`src/rtl/multicycle_control_unit.sv`:
```
// multicycle_control_unit
// Control FSM for the sequential RV64 core. Each instruction moves through
// FETCH, DECODE, EXEC, MEM and WB, one phase per state. Instruction and data
// memories may take a variable number of cycles, and each access has an
// optional timeout. The unit also counts retired instructions and latches
// halt and fault conditions until reset.
//
// Ports:
//   clk, rst_n          core clock, asynchronous active-low reset
//   start               begin execution (sampled only in IDLE)
//   instruction         IR contents, valid from DECODE onward
//   imem_ready          instruction memory data valid
//   dmem_ready          data memory access complete
//   zero                ALU equality flag, valid in EXEC
//   imem_req, ir_write  fetch handshake and IR latch
//   pc_write, pc_src    PC update enable and source (0 = PC+4, 1 = PC+imm)
//   alu_src             ALU operand B (0 = rs2, 1 = immediate)
//   dmem_read/write     data memory load/store requests
//   reg_write           register file write enable
//   mem_to_reg          writeback source (1 = memory, 0 = ALU)
//   halted, fault       sticky status flags
//   fault_code          1 = illegal opcode, 2 = fetch timeout, 3 = data timeout
//   state               current state encoding
//   retired_count       saturating count of retired instructions
//
// state  | meaning
// IDLE   | waiting for start
// FETCH  | instruction fetch request outstanding
// DECODE | classify opcode, latch class
// EXEC   | ALU operation; branches resolve here
// MEM    | data memory access for loads and stores
// WB     | register writeback and PC+4
// HALT   | all-zero instruction seen; terminal until reset
// FAULT  | illegal opcode or memory timeout; terminal until reset

module multicycle_control_unit #(
  parameter int TIMEOUT    = 16,
  parameter bit EN_TIMEOUT = 1'b1,
  parameter int CNT_W      = 32
) (
  input  logic             clk,
  input  logic             rst_n,
  input  logic             start,
  input  logic [31:0]      instruction,
  input  logic             imem_ready,
  input  logic             dmem_ready,
  input  logic             zero,
  output logic             imem_req,
  output logic             ir_write,
  output logic             pc_write,
  output logic             pc_src,
  output logic             alu_src,
  output logic             dmem_read,
  output logic             dmem_write,
  output logic             reg_write,
  output logic             mem_to_reg,
  output logic             halted,
  output logic             fault,
  output logic [1:0]       fault_code,
  output logic [2:0]       state,
  output logic [CNT_W-1:0] retired_count
);

  typedef enum logic [2:0] {
    S_IDLE   = 3'd0,
    S_FETCH  = 3'd1,
    S_DECODE = 3'd2,
    S_EXEC   = 3'd3,
    S_MEM    = 3'd4,
    S_WB     = 3'd5,
    S_HALT   = 3'd6,
    S_FAULT  = 3'd7
  } state_t;

  typedef enum logic [2:0] {
    C_R  = 3'd0,
    C_I  = 3'd1,
    C_LD = 3'd2,
    C_SD = 3'd3,
    C_BR = 3'd4
  } cls_t;

  // Counter value equals (cycle number in state - 1), so the last allowed
  // wait cycle is the one where it reads TIMEOUT-1.
  localparam logic [7:0] TO_LAST = 8'(TIMEOUT - 1);

  state_t     state_q;
  cls_t       cls_q;
  logic [7:0] wait_cnt;
  logic       timed_out;
  logic       retire;

  assign state     = state_q;
  assign timed_out = EN_TIMEOUT && (wait_cnt == TO_LAST);
  assign retire    = ((state_q == S_EXEC) && (cls_q == C_BR)) ||
                     ((state_q == S_MEM) && (cls_q == C_SD) && dmem_ready) ||
                     (state_q == S_WB);

  always_ff @(posedge clk or negedge rst_n) begin
    if (!rst_n) begin
      state_q       <= S_IDLE;
      cls_q         <= C_R;
      wait_cnt      <= '0;
      retired_count <= '0;
      halted        <= 1'b0;
      fault         <= 1'b0;
      fault_code    <= 2'd0;
    end else begin
      // Saturating so the counter can never wrap back into the timeout window.
      if (wait_cnt != 8'hFF) wait_cnt <= wait_cnt + 8'd1;
      if (retire && (retired_count != '1)) retired_count <= retired_count + CNT_W'(1);

      case (state_q)
        S_IDLE: begin
          if (start) begin
            state_q  <= S_FETCH;
            wait_cnt <= '0;
          end
        end
        S_FETCH: begin
          if (imem_ready) begin
            state_q <= S_DECODE;
          end else if (timed_out) begin
            state_q    <= S_FAULT;
            fault      <= 1'b1;
            fault_code <= 2'd2;
          end
        end
        S_DECODE: begin
          if (instruction == 32'h0) begin
            state_q <= S_HALT;
            halted  <= 1'b1;
          end else begin
            state_q <= S_EXEC;
            case (instruction[6:0])
              7'b0110011: cls_q <= C_R;
              7'b0010011: cls_q <= C_I;
              7'b0000011: cls_q <= C_LD;
              7'b0100011: cls_q <= C_SD;
              7'b1100011: cls_q <= C_BR;
              default: begin
                state_q    <= S_FAULT;
                fault      <= 1'b1;
                fault_code <= 2'd1;
              end
            endcase
          end
        end
        S_EXEC: begin
          case (cls_q)
            C_LD, C_SD: begin
              state_q  <= S_MEM;
              wait_cnt <= '0;
            end
            C_BR: begin
              state_q  <= S_FETCH;
              wait_cnt <= '0;
            end
            default: state_q <= S_WB;
          endcase
        end
        S_MEM: begin
          if (dmem_ready) begin
            if (cls_q == C_LD) begin
              state_q <= S_WB;
            end else begin
              state_q  <= S_FETCH;
              wait_cnt <= '0;
            end
          end else if (timed_out) begin
            state_q    <= S_FAULT;
            fault      <= 1'b1;
            fault_code <= 2'd3;
          end
        end
        S_WB: begin
          state_q  <= S_FETCH;
          wait_cnt <= '0;
        end
        default: state_q <= state_q;
      endcase
    end
  end

  always_comb begin
    imem_req   = 1'b0;
    ir_write   = 1'b0;
    pc_write   = 1'b0;
    pc_src     = 1'b0;
    alu_src    = 1'b0;
    dmem_read  = 1'b0;
    dmem_write = 1'b0;
    reg_write  = 1'b0;
    mem_to_reg = 1'b0;
    case (state_q)
      S_FETCH: begin
        imem_req = 1'b1;
        ir_write = imem_ready;
      end
      S_EXEC: begin
        alu_src = (cls_q == C_I) || (cls_q == C_LD) || (cls_q == C_SD);
        if (cls_q == C_BR) begin
          pc_write = 1'b1;
          pc_src   = zero;
        end
      end
      S_MEM: begin
        alu_src    = 1'b1;
        dmem_read  = (cls_q == C_LD);
        dmem_write = (cls_q == C_SD);
        pc_write   = (cls_q == C_SD) && dmem_ready;
      end
      S_WB: begin
        reg_write  = 1'b1;
        mem_to_reg = (cls_q == C_LD);
        pc_write   = 1'b1;
      end
      default: ;
    endcase
  end

endmodule

```
`config.mk`:
```
export PLATFORM = sky130hd
export DESIGN_NAME = multicycle_control_unit
export DESIGN_NICKNAME = d
export VERILOG_FILES = /design/src/rtl/multicycle_control_unit.sv
export SDC_FILE = /design/constraint.sdc
export NUM_CORES = 1
export LEC_CHECK = 0
export ABC_AREA = 0
export CAP_MARGIN = 25
export CELL_PAD_IN_SITES_DETAIL_PLACEMENT = 1
export CELL_PAD_IN_SITES_GLOBAL_PLACEMENT = 1
export CORE_MARGIN = 2
export CORE_UTILIZATION = 32
export DETAILED_ROUTE_END_ITERATION = 7
export PLACE_DENSITY_LB_ADDON = 0.1
export SLEW_MARGIN = 20
export SYNTH_ARGS = -nofsm -noshare
export SYNTH_HDL_FRONTEND = slang
export SYNTH_SLANG_ARGS = --single-unit
```
`constraint.sdc`:
```
create_clock -name clk -period 2.13 [get_ports clk]
set_input_delay 0.213 -clock clk [delete_from_list [all_inputs] [get_ports clk]]
set_output_delay 0.213 -clock clk [all_outputs]
set_load 0.1 [all_outputs]
```
==> impl_results.md <==
* Status: complete, no violations
* Clock slew seen by the registers of the worst setup and hold paths at 100 ps
* PostCTS Resize Cnt at 0
* FF-to-FF path depth at 6
* Initial Utilization at 0.326
* CTS tree: built
* Final core occ at 0.490
* Leakage at 0.00169 uW
* Slew margin rel. at 0.669
* Cts bufs inserted at 5
* Root buffer cell: clkbuf_8
* CTS max path bufs at 2
* Final ANT Viol Nets at 0
* Layout cells sized above 1 at 0.364
* Peak VDD IR at between 900 and 1000 uV
* Fraction of registers with async set/reset at 1.00
* Non-filler cells in the finished layout at 506
* First-pass GRT wire length at around 14000 um
* Critical path class: reg2reg
* Core area at 0.00864 mm^2
* Synth warn at 0
* Synth Area per Inst at 9.85 um^2
* Internal power at ~2200 uW
* Post-DP HPWL at 6430 um
* Die X at 97.8 um
* CTS sink count at 50
* Post-DP Area at 0.00412 mm^2
* Final Cycle Share at 0.966
* WP data arrival at 2250 ps
* Cell taking the most area after synthesis: dfrtp_1
* Sw power at ~2300 uW
* Syn Inst Count at around 290
* Aggregate global-route resource usage at 0.175
* CP top delay family: simple AND/OR/NAND/NOR gates
* Final setup vio count at 0
* CP cell instances: and3_1 -> nand3_1 -> a2111oi_4 -> buf_4 -> nand3_2 -> mux2_4
* Synth Register Bits at 50
* Hold Path Class: in2async
* Placed Cells at 495
* Setup Skew at between 8 and 9 ps
* Worst stage delay on the critical path at ~460 ps
* Global route total overflow at 0
* Layout Nets at 437
* Crit. End Element: flop
* Primary FF master, synth: dfrtp_1
* Critical path buffers and inverters at 1
* Count of pins over their slew limit at 0
* Initial antenna violation count at 0
* Sequential Power Share at 0.301
* Hold Fails Final Rpt at 0
* EDFF count, synth at 0
* Die Y at between 90 and 100 um
* Crit Path Max Fanout at 6
* Drt initial violations at 40
* Ant. Diodes at 0
* H-tree levels at 2
* Rows at 34
* Worst Tran Pin Value at 492 ps
* GPL Wtd Cong at 0.768
* I/O pin cnt at 86
* PwrDens at 1060 mW/mm^2
* CP max-delay cell: dfrtp_4
* Design area at 0.00423 mm^2
* Synth-to-layout area growth at 50.0%
* Post-synthesis cell type count at 52
* # DRC at 0
* Fmax at 486 MHz
* Required @ worst endpoint at between 2000 and 2500 ps
* Largest net degree at the start of global routing at 24
* Synthesized cell area at ~0.0028 mm^2
* Syn Nets at 326
* Gate power share at 0.575
* Vias in the first global route at 2658
* Die Footprint at 0.00957 mm^2
* DR vias at 2646
* Pre-antenna DRT Iters at 4
* DR vias/cell at roughly 5.2
* Synth area leaders: dfrtp_1 44%, xnor2_1 9.0%, nand4_1 3.8%, nand3_1 3.6%, nand2_1 3.2%
* Worst Setup Start Kind: flop
* Max Cap Viol at 0
* Fillers at about 1000
* Port buffer count at 85
* Fin Setup TNS at 0 ps
* Share of the synthesized area in the top cell type at 0.444
* WL/cell at approximately 16 um
* Min Tclk post-route at just over 2000 ps
* Register area share after synthesis at 0.444
* CP Depth at 6
* Clock power share at 0.125
* Final WL at 8290 um
* Switching portion of total power at 0.504
* Worst skew pair latency at ~300 ps
[kinds of logic (layout without fill, tap and decap cells)]
family / count (synthesis) / count (layout) / synth area share
DFF: 50 / 50 / 0.444
muxes: 6 / 6 / 0.0249
and+or+nand+nor: 141 / 141 / 0.286
xor gates and xnor gates: 31 / 31 / 0.0964
AOI/OAI and AO/OA: 39 / 39 / 0.115
adders and majority gates: 2 / 2 / 0.00888
buffers and inverters: 17 / 129 / 0.0253
[worst paths after layout]
path | start | to | slack (ps)
min reg2reg | fault | fault | 480
min | rst_n | retired_count[30] | 370
max in group asynchronous | rst_n | halted | 1230
max reg2reg | retired_count[7] | retired_count[31] | 70
max | retired_count[7] | retired_count[31] | 70
min in group clk | fault | fault | 480
[cell type report]
| class | count | area (um^2) | share of cell area |
|---|---|---|---|
| sequential | 50 | 1330 | 0.315 |
| multi-input combinational | 219 | 1580 | 0.374 |
| clock inverter | 1 | 7.51 | 0.00178 |
| inverter | 7 | 26.3 | 0.00621 |
| clock buffer | 7 | 76.3 | 0.0181 |
| timing repair buffer | 114 | 1070 | 0.253 |
| tap | 108 | 135 | 0.0320 |
[sequential cells by signal, summed over array words and instances, names as in the netlist]
register / flops
fault_code: 2
wait_cnt: 8
halted: 1
cls_q: 3
fault: 1
retired_count: 32
state: 3
[synth_stat cells, drive strengths merged, types with 2 or more instances]
| master | n |
|---|---|
| inv | 7 |
| nand4b | 3 |
| and4 | 3 |
| and3 | 11 |
| mux2 | 5 |
| nand3 | 22 |
| nor4 | 12 |
| a311oi | 2 |
| nand2b | 4 |
| or2 | 3 |
| a31oi | 2 |
| o22a | 3 |
| nor3b | 2 |
| o21ai | 6 |
| xnor2 | 29 |
| dfrtp | 50 |
| o32ai | 2 |
| nand4 | 17 |
| clkbuf | 6 |
| nor2 | 20 |
| nand2 | 24 |
| a211oi | 3 |
| a22oi | 2 |
| and2 | 3 |
| ha | 2 |
| xor2 | 2 |
| nor3 | 8 |
| a2111oi | 2 |
| nor2b | 4 |
| buf | 4 |
| a21oi | 9 |
[metal layers]
layer,vias up,part of all wire,GRT usage
met5,-,0,0
met4,0,0.0077,0.0353
met3,5,0.048,0.0387
met2,71,0.46,0.264
met1,1297,0.48,0.259
li1,1273,-,-
[cells in the final DEF (no fill, tap or decap), types with 4 or more instances in the layout]
cell type,instances
dfrtp_2,19
and3_1,11
nor3_1,5
nand2_1,24
o21ai_0,6
dfrtp_4,15
clkbuf_8,5
a21oi_1,9
nand4_1,17
nor4_1,10
buf_12,10
dfrtp_1,16
clkdlybuf4s50_1,36
mux2_2,4
xnor2_1,29
nor2_1,18
buf_4,66
nand3_1,20
inv_1,7
[power by group through the flow]
stage               Sequential, uW  Combinational [uW]  Clock (uW)
global route                  1380                2710         616
floorplan                     1880                1320           0
CTS                           1350                2590         579
finish                        1340                2570         557
detailed placement            1360                2590           0
global placement              1360                2560           0
[per-stage QoR]
step / setup slack [ps] / hold WS, ps / total power, uW
global route: -26.6 / 399 / 4710
global placement: 22.9 / 180 / 3920
detailed placement: -33.4 / 181 / 3950
CTS: 102 / 387 / 4520
finish: 72.5 / 374 / 4470
floorplan: -853 / -82.6 / 3200
[what timing repair did]
action	in CTS	in global routing
setup buffers	0	2
endpoints found under the setup margin	0	2
hold buffers	1	0
endpoints found under the hold margin	15	0
(Power assumes the default switching activity.)
